===== config.mk =====
export PLATFORM = sky130hd
export DESIGN_NAME = mips_load_store_unit
export DESIGN_NICKNAME = d
export VERILOG_FILES = /design/src/rtl/mips_load_store_unit.sv
export SDC_FILE = /design/constraint.sdc
export NUM_CORES = 1
export LEC_CHECK = 0
export BUFFER_PORTS_ARGS = -buffer_cell sky130_fd_sc_hd__buf_2
export CORE_MARGIN = 3
export CORE_UTILIZATION = 52
export DETAILED_ROUTE_END_ITERATION = 8
export PLACE_DENSITY = 0.9
export SLEW_MARGIN = 20
export SYNTH_ARGS = -nofsm -noshare
export SYNTH_HDL_FRONTEND = slang
export SYNTH_SLANG_ARGS = --single-unit

===== constraint.sdc =====
create_clock -name clk -period 6.2 [get_ports clk]
set_input_delay 1.86 -clock clk [delete_from_list [all_inputs] [get_ports clk]]
set_output_delay 1.86 -clock clk [all_outputs]
set_load 0.05 [all_outputs]

===== src/rtl/mips_load_store_unit.sv =====
// Load/store unit between a MIPS pipeline and a word-wide data memory.
// Handles byte/half/word accesses, sub-word stores by read-modify-write, and alignment errors.
module mips_load_store_unit #(
  parameter int Data_Width          = 32,
  parameter int Data_Mem_Addr_Width = 8
) (
  input  logic                           clk,
  input  logic                           rst,
  input  logic                           req_valid,
  output logic                           req_ready,
  input  logic                           req_we,
  input  logic [1:0]                     req_size,
  input  logic                           req_unsigned,
  input  logic [Data_Mem_Addr_Width+1:0] req_addr,
  input  logic [Data_Width-1:0]          req_wdata,
  output logic                           rsp_valid,
  input  logic                           rsp_ready,
  output logic [Data_Width-1:0]          rsp_data,
  output logic                           rsp_err,
  output logic                           mem_we,
  output logic [Data_Mem_Addr_Width-1:0] mem_addr,
  output logic [Data_Width-1:0]          mem_wdata,
  input  logic [Data_Width-1:0]          mem_rdata
);

  localparam int NL = Data_Width / 8;

  typedef enum logic [1:0] {IDLE, ACCESS, MERGE, RESP} state_t;

  state_t                         state_q, state_d;
  logic                           we_q, we_d;
  logic [1:0]                     size_q, size_d;
  logic                           unsigned_q, unsigned_d;
  logic [Data_Mem_Addr_Width+1:0] addr_q, addr_d;
  logic [Data_Width-1:0]          wdata_q, wdata_d;
  logic [Data_Width-1:0]          word_q, word_d;
  logic [Data_Width-1:0]          rsp_data_q, rsp_data_d;
  logic                           rsp_err_q, rsp_err_d;

  logic                           misaligned;
  logic                           word_store;
  logic [7:0]                     byte_sel;
  logic [15:0]                    half_sel;
  logic [Data_Width-1:0]          load_ext;
  logic [NL-1:0]                  lane_mask;
  logic [Data_Width-1:0]          merged_word;

  assign misaligned = (size_q == 2'b11) ||
                      ((size_q == 2'b01) && addr_q[0]) ||
                      ((size_q == 2'b10) && (addr_q[1:0] != 2'b00));
  assign word_store = we_q && (size_q == 2'b10) && !misaligned;

  // Little-endian lane pick: byte offset selects bits [8*off+7:8*off].
  assign byte_sel = mem_rdata[{addr_q[1:0], 3'b000} +: 8];
  assign half_sel = mem_rdata[{addr_q[1], 4'b0000} +: 16];

  always_comb begin
    load_ext = mem_rdata;
    case (size_q)
      2'b00:   load_ext = {{(Data_Width-8){~unsigned_q & byte_sel[7]}}, byte_sel};
      2'b01:   load_ext = {{(Data_Width-16){~unsigned_q & half_sel[15]}}, half_sel};
      default: load_ext = mem_rdata;
    endcase
  end

  // Read-modify-write merge: replace only the addressed byte lanes of the latched word.
  generate
    for (genvar gi = 0; gi < NL; gi++) begin : g_lane
      localparam logic [1:0] LANE = 2'(gi % 4);
      assign lane_mask[gi] = (size_q == 2'b00) ? (addr_q[1:0] == LANE)
                                               : (addr_q[1] == LANE[1]);
      assign merged_word[gi*8 +: 8] =
        !lane_mask[gi]     ? word_q[gi*8 +: 8] :
        (size_q == 2'b00)  ? wdata_q[7:0] :
        LANE[0]            ? wdata_q[15:8] : wdata_q[7:0];
    end
  endgenerate

  always_comb begin
    state_d    = state_q;
    we_d       = we_q;
    size_d     = size_q;
    unsigned_d = unsigned_q;
    addr_d     = addr_q;
    wdata_d    = wdata_q;
    word_d     = word_q;
    rsp_data_d = rsp_data_q;
    rsp_err_d  = rsp_err_q;
    case (state_q)
      IDLE: begin
        if (req_valid) begin
          we_d       = req_we;
          size_d     = req_size;
          unsigned_d = req_unsigned;
          addr_d     = req_addr;
          wdata_d    = req_wdata;
          rsp_data_d = '0;
          rsp_err_d  = 1'b0;
          state_d    = ACCESS;
        end
      end
      ACCESS: begin
        if (misaligned) begin
          rsp_err_d  = 1'b1;
          rsp_data_d = '0;
          state_d    = RESP;
        end else if (!we_q) begin
          rsp_data_d = load_ext;
          state_d    = RESP;
        end else if (size_q == 2'b10) begin
          state_d    = RESP;
        end else begin
          word_d     = mem_rdata;
          state_d    = MERGE;
        end
      end
      MERGE:   state_d = RESP;
      RESP:    if (rsp_ready) state_d = IDLE;
      default: state_d = IDLE;
    endcase
  end

  // Write strobes depend only on state and captured fields, never on live request inputs.
  always_comb begin
    mem_we    = 1'b0;
    mem_wdata = '0;
    case (state_q)
      ACCESS: begin
        if (word_store) begin
          mem_we    = 1'b1;
          mem_wdata = wdata_q;
        end
      end
      MERGE: begin
        mem_we    = 1'b1;
        mem_wdata = merged_word;
      end
      default: ;
    endcase
  end

  always_ff @(posedge clk or posedge rst) begin
    if (rst) begin
      state_q    <= IDLE;
      we_q       <= 1'b0;
      size_q     <= 2'b00;
      unsigned_q <= 1'b0;
      addr_q     <= '0;
      wdata_q    <= '0;
      word_q     <= '0;
      rsp_data_q <= '0;
      rsp_err_q  <= 1'b0;
    end else begin
      state_q    <= state_d;
      we_q       <= we_d;
      size_q     <= size_d;
      unsigned_q <= unsigned_d;
      addr_q     <= addr_d;
      wdata_q    <= wdata_d;
      word_q     <= word_d;
      rsp_data_q <= rsp_data_d;
      rsp_err_q  <= rsp_err_d;
    end
  end

  assign req_ready = (state_q == IDLE);
  assign rsp_valid = (state_q == RESP);
  assign rsp_data  = rsp_data_q;
  assign rsp_err   = rsp_err_q;
  assign mem_addr  = addr_q[Data_Mem_Addr_Width+1:2];

endmodule


* After elaboration in Yosys (flattened, before gate mapping)
Index checks and enable logic that the tools add are counted.
** Storage, ports and cells
- Word-level logic and storage cells :: 74
- Output and inout bits :: 76
- Flip-flop bits (word level) :: 113
- Input bits :: 82
- Memories :: 0
- Memory bits (writable) :: 0
- Latch bits :: 0
- ROM bits :: 0
** Operators by class
- Magnitude comparators :: 0
- Multiply operators :: 0
- Shift operators :: 2
- Reductions and logical operators :: 17
- Bitwise operators :: 6
- Equality and inequality tests :: 13
- Div/mod/pow operators :: 0
- Multiplexer cells :: 27
- Add/sub/neg operators :: 0
** Operator list (count)
- $pmux W32 S2 :: 3
- $mux W32 :: 4
- $mux W8 :: 5
- $shiftx A32 B6 Y16 :: 1
- $shiftx A32 B6 Y8 :: 1
- $eq A2 B2 Y1 const B :: 6
- $mux W1 :: 10
- $pmux W2 S4 :: 1
- $eq A2 B1 Y1 const B :: 3
- $logic_not A2 Y1 :: 3
- $reduce_and A3 Y1 :: 2
- $logic_and A1 B1 Y1 :: 4
- $mux W2 :: 2
- $ne A2 B2 Y1 const B :: 2
- $not A1 Y1 :: 4
- $pmux W1 S2 :: 2
- $reduce_and A2 Y1 :: 2
- $reduce_and A4 Y1 :: 1
- $reduce_bool A2 Y1 :: 2
- $ne A3 B3 Y1 const B :: 1
- $and A1 B1 Y1 :: 2
- $logic_or A1 B1 Y1 :: 2
- $ne A2 B1 Y1 const B :: 1
- $logic_not A1 Y1 :: 1

* Longest topological paths before layout
Gate-level depths: netlist of run 1.
- Word-level depth :: 8
- Gate-level depth with buffers :: 7
- Depth with buffers taken out :: 6

* Least setup slack after synthesis of run 1
No wires, ideal clock.
- Path type :: register -> output
- From :: register size_q[1]
- To :: output port mem_wdata[16]
- Required time :: 4.340 ns
- Data arrival time :: 2.408 ns
- Path buffers :: 2
- Path slack :: 1.932 ns
- Cell stages (with the launch flop) :: 7
- Cell sequence :: dfrtp_1 -> buf_2 -> nor3b_2 -> nand2b_1 -> buf_4 -> mux2i_1 -> o21ai_0
** On the way
- Cells in the longest elaborated chain, start to end :: 8
- Elaborated cells on any way between the ends :: 15
- Those cells by class :: 3 x eq/ne; 4 x mux; 8 x reduce/logical
** RTL lines
- from (decl) :: RTL line 32 : logic [1:0] size_q, size_d;
- from (signal assigned) :: RTL line 156 : size_q <= size_d;
- $eq A2 B1 Y1 :: RTL line 49 : ((size_q == 2'b01) && addr_q[0]) ||
- $logic_and A1 B1 Y1 :: RTL line 49
- $logic_or A1 B1 Y1 :: RTL line 48 : assign misaligned = (size_q == 2'b11) ||
- $logic_or A1 B1 Y1 :: RTL line 49
- $logic_not A1 Y1 :: RTL line 51 : assign word_store = we_q && (size_q == 2'b10) && !misaligned;
- $logic_and A1 B1 Y1 :: RTL line 51
- $mux W32 :: RTL line 129 : if (word_store) begin
- $pmux W32 S2 * :: RTL line 127 : case (state_q)
- to (decl) :: RTL line 22 : output logic [Data_Width-1:0] mem_wdata,
Mark *: on every way between the ends. The rest lies on a longest branch, timed or not.

* Final worst setup path of run 1
- From :: register size_q[1]
- To :: output port mem_wdata[4]
The elaborated chain is that of the path after synthesis.

==> metrics, run 1 <==
status=finished clean; gr ovfl total=0; max-cap violations=0; pre-CTS WS=1540 ps; Initial Util=0.540; via total after detailed routing=4,410; ys flop type=dfrtp_1; Worst path slowest cell=dfrtp_1; Routed WL per cell=21.2 µm; PortBufs=157; leakage power=3.38 nW; Die Span Y=110 µm; Crit Path Class=reg -> out; CP cell instances=or4b_4 -> nor3_4 -> a31o_4 -> a22o_1 -> buf_2; Routed Wire Length=15.5 mm; CP Capture Type=output port; post-synthesis cell count=449; ys async rst share=1.00; net switching power=1.94 mW; H-tree lvl count=4; Final min period=5220 ps; Pwr per Cell Area=629 nW/µm²; Tightest Hold Check Type=reg -> reg; CP required=4340 ps; setup repair bufs after CTS=0; I/O pin cnt=158; slack of the critical path=981 ps; RSZ-0062 raised after global routing=no; initial antenna violation count=0; worst-path fanout max=25; Sw Ratio=0.442; sequential area share after synthesis=0.500; hold buffer count at CTS=0; CTS buffer count=17; Syn Area/Cell=12.6 µm²; Yosys cell types=47; synth warn=0; share of Yosys cell area claimed by the top area cell type=0.500; first-pass GRT wire length=23.7 mm; Post-CTS Resized=0; clk_lat worst skew=510 ps; Die X=110 µm; setup violators final=0; top post-synthesis cells by area=dfrtp_1 50%, mux2_2 19%, mux2i_1 4.4%; Yosys top cell by area=dfrtp_1; Final period util=0.842; CTS Sinks=113; grt peak-use layer=met2; Worst Path Arrival=3360 ps; worst path bufs/invs=1; internal power=2.45 mW; Die Area=12,200 µm²; global routing usage on met3=0.0833; 1st-pass router iterations=6; Final Wtd Congestion=0.863; Clk network pwr share=0.207; vias in the first global route=4,515; Post-Syn Area=5650 µm²; nets=675; clock transition at the registers of the reported paths=60 ps; slew margin rel.=0.365; # DRC=0; area grow syn2layout=23.2%; Clock Skew=7.31 ps; CTS tree=done; Comb power frac=0.476; Reg power frac=0.316; Crit path largest cell delay=820 ps; Worst-Margin Slew=949 ps; FP Rows=37; syn_nets=535; Final Max Slew Viols=0; GRT Overall Usage=0.263; top-count cell post-synth=dfrtp_1; GR Util met2=0.436; #FFs+latches synth=113; Top delay family on crit path=simple AND/OR/NAND/NOR gates; share of cells above drive strength 1=0.505; DR iter-0 viols=301; Fin. Hold Viols=0; EDFF count, synth=0; CTS root buffer=clkbuf_8; setup_tns=0 ps; total power=4.38 mW; core footprint=10,500 µm²; Routed Antenna Nets=0; via density per instance=6.00; Max Freq=192 MHz; largest net degree at the start of global routing=72; Max Root-Sink Buffers=2; CP startpoint kind=flip-flop; maximum vdd ir drop=322 µV; hpwl dp=11.1 mm; GR Layer Usage met1=0.322; Util after Layout=0.666; most frequent cells after synthesis=113 x dfrtp_1, 93 x mux2_2, 31 x nand2_1, 25 x mux2i_1, 25 x o21ai_0
-- sequential cells by signal, summed over array words and instances (netlist names) --
register    flops
state_q         2
word_q         32
wdata_q        32
we_q            1
rsp_data       32
size_q          2
rsp_err         1
unsigned_q      1
addr_q         10
-- final timing paths --
kind	end	startpoint	slack, ps	cells past startpoint
max	mem_wdata[4]	size_q[1]	980	5
max in group asynchronous	rsp_data[13]	rst	3580	3
min in group asynchronous	wdata_q[20]	rst	1540	2
max reg2reg	rsp_data[20]	addr_q[1]	3430	4
min reg2reg	rsp_data[11]	rsp_data[11]	490	1
min	rsp_data[11]	rsp_data[11]	490	1
-- cell type report --
class                   instances  area (µm²)
inverters                       7        28.8
repair buffers                160         808
flip-flops and latches        113        2830
well taps                     136         170
multi-input cells             290        2580
clock buffers                  22         463
clock inverters                 6        83.8
fillers                       785        3500
diodes                          1        2.50
-- power by group through the flow --
stage	Sequential (mW)	Combinational [mW]	Clock, mW
finish	1.39	2.09	0.908
global route	1.43	2.22	0.959
CTS	1.38	2.09	0.920
detailed placement	1.38	2.08	0
global placement	1.36	2.02	0
floorplan	1.47	1.54	0
-- cell usage in the layout (no fill, tap or decap), types with 2 or more instances in the layout --
cell type,n
inv_1,5
clkbuf_8,4
clkbuf_1,2
ha_1,4
nor2_1,8
nor2_2,3
nor3_1,3
o2bb2ai_1,15
a221o_2,7
a221o_1,9
o21ai_0,25
nand2_1,30
a21boi_0,3
mux2i_1,25
buf_4,3
a222oi_1,5
clkbuf_16,16
buf_2,157
a221oi_1,9
a21oi_1,4
nand2b_1,4
mux2_1,2
nor2b_1,2
bufinv_16,2
clkinv_2,3
a22oi_1,2
dfrtp_1,113
a22o_1,15
mux2_2,93
-- kinds of logic (layout without fill, tap and decap cells) --
| logic type | Yosys count | after routing | share of synthesized area |
|---|---|---|---|
| other cells | 0 | 1 | 0 |
| fa+ha+maj | 4 | 4 | 0.00885 |
| mux | 121 | 121 | 0.237 |
| flops | 113 | 113 | 0.500 |
| simple gates | 59 | 59 | 0.0529 |
| compound gates | 106 | 106 | 0.154 |
| buf+inv | 46 | 195 | 0.0462 |
-- stage by stage --
step	hold slack, ps	area, µm²	cells
2_1_floorplan	457	5650	449
3_3_place_gp	469	6410	706
3_5_place_dp	469	6410	706
4_1_cts	488	6960	734
5_1_grt	507	6960	734
6_report	485	6970	735
-- metal layers --
| layer | up-vias | share of wire |
|---|---|---|
| li1 | 1965 | - |
| met2 | 212 | 0.49 |
| met3 | 34 | 0.078 |
| met4 | 0 | 0.025 |
| met1 | 2199 | 0.41 |
| met5 | - | 0 |
(Power assumes the default switching activity.)
==> run 2, diff against run 1 <==
--- a/config.mk
+++ b/config.mk
@@ -7,9 +7,9 @@
 export LEC_CHECK = 0
 export BUFFER_PORTS_ARGS = -buffer_cell sky130_fd_sc_hd__buf_2
 export CORE_MARGIN = 3
-export CORE_UTILIZATION = 52
+export CORE_UTILIZATION = 47
 export DETAILED_ROUTE_END_ITERATION = 8
-export PLACE_DENSITY = 0.9
+export PLACE_DENSITY = 0.86
 export SLEW_MARGIN = 20
 export SYNTH_ARGS = -nofsm -noshare
 export SYNTH_HDL_FRONTEND = slang
==> constraint.sdc (replaced) <==
create_clock -name clk -period 4.3 [get_ports clk]
set_input_delay 1.29 -clock clk [delete_from_list [all_inputs] [get_ports clk]]
set_output_delay 1.29 -clock clk [all_outputs]
set_load 0.05 [all_outputs]
==> run 2 against run 1 <==
First-iteration DRC count is 12% higher. Cell area is 1.8% higher. Via count is 0.98% higher. Clock power is 63% higher. Final cell count is 2.2% higher. Sequential cell count stayed put. Critical path depth stayed put. Critical endpoint is now mem_wdata[24]. Largest power group unchanged.
==> metrics, run 2 (synthesis gave the netlist of run 1 again) <==
status=finished clean; # diodes=0; CP required=3010 ps; area grow syn2layout=25.4%; Worst Path Arrival=2680 ps; PortBufs=157; Die Span Y=116 µm; RSZ-0062 raised after global routing=no; highest-count cells in the layout ignoring fill and taps=157 x buf_2, 113 x dfrtp_1, 93 x mux2_2, 30 x nand2_1; H-tree lvl count=4; Routed Antenna Nets=0; hpwl dp=11.7 mm; Die X=116 µm; largest net degree at the start of global routing=83; Post-CTS Resized=0; setup violators final=0; flop2flop setup slack=1540 ps; launching point of the worst reg2reg path=state_q[0]; clock transition at the registers of the reported paths=60 ps; FP Rows=39; 1st-pass router iterations=9; # DRC=0; Worst path slowest cell=dfrtp_1; DR iter-0 viols=338; reg2reg path depth=6; Fin. Hold Viols=0; Routed Wire Length=16.1 mm; Die Area=13,400 µm²; CTS Sinks=113; initial antenna violation count=2; CTS buffer count=17; core footprint=11,600 µm²; Clock Skew=8.16 ps; first-pass GRT wire length=24.8 mm; setup_tns=0 ps; Routed WL per cell=21.5 µm; total power=6.51 mW; leakage power=3.43 nW; Final period util=0.924; most common cell after layout, fill and taps aside=buf_2; Crit Path Class=reg -> out; vias in the first global route=4,669; reg-to-reg endpoint=rsp_data[25]; Initial Util=0.489; I/O pin cnt=158; Final Wtd Congestion=0.893; CTS tree=done; clk_lat worst skew=420 ps; share of cells above drive strength 1=0.513; min-delay src=rsp_data[8]; Hold Crit Endpoint=rsp_data[8]; maximum vdd ir drop=566 µV; WHS Path Cells=1; hold buffer count at CTS=0; CP cell instances=nor3_1 -> nand2b_1 -> mux2i_1 -> o21ai_0 -> buf_2; GRT Overall Usage=0.245; Crit path largest cell delay=620 ps; max-cap violations=0; via density per instance=5.93; Tightest Hold Check Type=reg -> reg; CP startpoint kind=flip-flop; gr ovfl total=0; Worst-Margin Slew=995 ps; CTS root buffer=clkbuf_16; Pwr per Cell Area=919 nW/µm²; worst-path fanout max=19; CP Capture Type=output port; setup repair bufs after CTS=0; Max Root-Sink Buffers=2; Final min period=3970 ps; nets=681; Final Max Slew Viols=0; via total after detailed routing=4,453; Max Freq=252 MHz; slew margin rel.=0.336
[run 2: cell types whose count changed in the layout (fill, tap and decap cells not counted), sizes merged]
cell	previous run	this run
bufinv	2	4
clkinvlp	0	2
buf	160	166
clkinv	5	6
diode	1	0
clkbuf	22	21
[run 2: stage by stage]
step	instances	hold WS, ps	utilization	cell area [µm²]	setup WS, ps
after floorplan	449	457	-	5650	22.6
after global placement	719	472	0.559	6460	871
after detailed placement	719	473	0.559	6460	787
after CTS	751	487	0.613	7090	325
after global routing	751	500	0.613	7090	141
final	751	483	0.613	7090	327
[run 2: metal layers]
metal,wire length (µm),part of all wire,GRT usage
met1,6610,0.41,0.308
met2,7730,0.48,0.392
met3,1240,0.077,0.0752
met4,512,0.032,0.108
met5,27,0.0017,0
[run 2: cell type report]
cell class	count	area, µm²
multi-input combinational	290	2580
clock buffer	21	460
inverter	7	28.8
sequential	113	2830
clock inverter	11	160
tap	143	179
timing repair buffer	166	853
fill	907	4470
[run 2: how the worst max path moves through the flow]
stage	to	startpoint	depth (start not counted)
after floorplan	addr_q[0]	rst	1
after global placement	mem_wdata[25]	size_q[0]	5
after detailed placement	mem_wdata[24]	size_q[0]	5
after CTS	mem_wdata[24]	size_q[0]	5
after global routing	mem_wdata[25]	size_q[0]	5
final	mem_wdata[24]	size_q[0]	5
[run 2: critical path, delay by kind of cell (launching register included)]
kind	cells	cell delay, ps
AO/OA/AOI/OAI	1	120
buffers and inverters	1	220
flip-flops	1	620
multiplexers	1	410
AND/OR/NAND/NOR	2	900
[run 2: where the power goes]
part / internal, mW / switching [mW]
logic: 1.14 / 1.95
clock network: 0.993 / 0.491
registers: 1.55 / 0.389
==> run 3, diff against run 2 <==
==> constraint.sdc (replaced) <==
create_clock -name clk -period 3.37 [get_ports clk]
set_input_delay 1.011 -clock clk [delete_from_list [all_inputs] [get_ports clk]]
set_output_delay 1.011 -clock clk [all_outputs]
set_load 0.05 [all_outputs]
==> run 3 against run 2 <==
Clock-buffer cell count grew 1. Clock skew grew 3.3 ps. Die area stayed put. Global-route usage fell by 0.13 points. Power rose by 31%. Via count grew 2.9%. Combinational power increased by 39%. Largest power group unchanged. Sequential power up 25%. Core utilization grew 2.2 points. First-iteration DRC count rose by 7.7%. Setup slack got worse by 310 ps. Cell area increased by 3.6%. Largest cell class unchanged.
==> metrics, run 3 (synthesis gave the netlist of run 1 again) <==
status=finished clean; CP startpoint kind=flip-flop; CP required=2360 ps; CTS tree=done; max-cap violations=0; maximum vdd ir drop=817 µV; Pwr per Cell Area=1160 nW/µm²; # DRC=0; Routed WL per cell=21.9 µm; Final Wtd Congestion=0.855; nets=691; Crit path largest cell delay=590 ps; net switching power=3.72 mW; hpwl dp=11.5 mm; Crit Path Class=reg -> out; PortBufs=157; H-tree lvl count=4; Clk network pwr share=0.213; share of cells above drive strength 1=0.538; Max Root-Sink Buffers=2; Hold WS=482 ps; flop2flop setup slack=1160 ps; slack of the critical path=22.0 ps; Comb power frac=0.502; CTS root buffer=clkbuf_16; setup violators final=0; Initial Util=0.489; Clock Skew=11.4 ps; gr ovfl total=0; pre-CTS WS=275 ps; reg2reg path depth=6; 1st-pass router iterations=5; Die Span Y=116 µm; Worst Path Arrival=2340 ps; Final period util=0.993; launching point of the worst reg2reg path=addr_q[1]; area grow syn2layout=29.9%; largest net degree at the start of global routing=114; CTS Sinks=113; via total after detailed routing=4,582; area post-placement=6540 µm²; initial antenna violation count=0; Final min period=3350 ps; reg-to-reg endpoint=rsp_data[18]; CP cell instances=or4b_4 -> nor3_4 -> buf_4 -> clkbuf_16 -> nand2_1 -> o21ai_0 -> clkbuf_4; internal power=4.81 mW; worst-path fanout max=12; CTS buffer count=17; most common cell after layout, fill and taps aside=buf_2; Die X=116 µm; leakage power=3.47 nW; clock transition at the registers of the reported paths=50 ps; Die Area=13,400 µm²; Routed Wire Length=16.6 mm; Worst-Margin Slew=725 ps; slew margin rel.=0.517; Max Freq=299 MHz; FP Rows=39; vias in the first global route=4,522; core footprint=11,600 µm²; Tightest Hold Check Type=reg -> reg; clk_lat worst skew=420 ps; first-pass GRT wire length=24.5 mm; Sw Ratio=0.436; min-delay src=rsp_data[9]; I/O pin cnt=158; Worst path slowest cell=or4b_4; Fin. Hold Viols=0; Routed Antenna Nets=0; # diodes=0; Design Area, Final=7340 µm²; GRT Overall Usage=0.244; highest-count cells in the layout ignoring fill and taps=132 x buf_2, 111 x dfrtp_1, 93 x mux2_2, 29 x nand2_1, 24 x mux2i_1; DR iter-0 viols=364; Final Max Slew Viols=0; WHS Path Cells=1; total power=8.53 mW; Hold Crit Endpoint=rsp_data[9]; Reg power frac=0.286; CP Capture Type=output port; via density per instance=6.03
-- run 3: layer usage --
| metal | wire, µm | vias up | GRT usage | share of wire |
|---|---|---|---|---|
| met5 | 0 | - | 0 | 0 |
| met1 | 7210 | 2343 | 0.323 | 0.43 |
| met3 | 1030 | 26 | 0.0611 | 0.062 |
| met4 | 367 | 0 | 0.0951 | 0.022 |
| met2 | 8020 | 216 | 0.387 | 0.48 |
| li1 | - | 1997 | - | - |
-- run 3: worst max-delay path by stage --
| stage | cells past startpoint | startpoint | end |
|---|---|---|---|
| CTS | 8 | state_q[1] | mem_wdata[9] |
| detailed placement | 8 | state_q[1] | mem_wdata[20] |
| finish | 7 | addr_q[0] | mem_wdata[29] |
| floorplan | 6 | size_q[1] | mem_wdata[24] |
| global placement | 5 | size_q[0] | mem_wdata[25] |
| global route | 7 | addr_q[0] | mem_wdata[29] |
-- run 3: critical path: cells and delay by family, from the launching register on --
kind                   cells  cell delay, ps
AND/OR/NAND/NOR            3             780
buffers and inverters      3             630
flip-flops                 1             410
AO/OA/AOI/OAI              1             100
-- run 3: power groups by stage --
stage	sequential [mW]	clock [mW]	combinational (mW)
floorplan	2.71	0	2.85
global placement	2.39	0	3.97
detailed placement	2.42	0	4.05
CTS	2.41	1.83	4.09
global route	2.50	1.89	4.52
finish	2.43	1.81	4.28
-- run 3: cell type report --
class / instances / area, µm²
Multi-Input combinational cell: 290 / 2630
Timing Repair Buffer: 176 / 1070
Clock buffer: 22 / 494
Sequential cell: 113 / 2830
Fill cell: 864 / 4220
Inverter: 7 / 30.0
Clock inverter: 9 / 105
Tap cell: 143 / 179
-- run 3: metrics by stage --
| stage | utilization | TNS, ps | instances |
|---|---|---|---|
| after floorplan | - | 0 | 449 |
| after global placement | 0.565 | 0 | 725 |
| after detailed placement | 0.565 | 0 | 725 |
| after CTS | 0.619 | 0 | 756 |
| after global routing | 0.635 | -70.3 | 760 |
| final | 0.635 | 0 | 760 |
-- run 3: what timing repair did --
| item | in CTS | in global routing |
|---|---|---|
| resized for setup | 8 | 53 |
| buffers inserted | 0 | 2 |
| hold buffers | 0 | 0 |
| endpoints found under the setup margin | 24 | 32 |
| cloned | 0 | 2 |
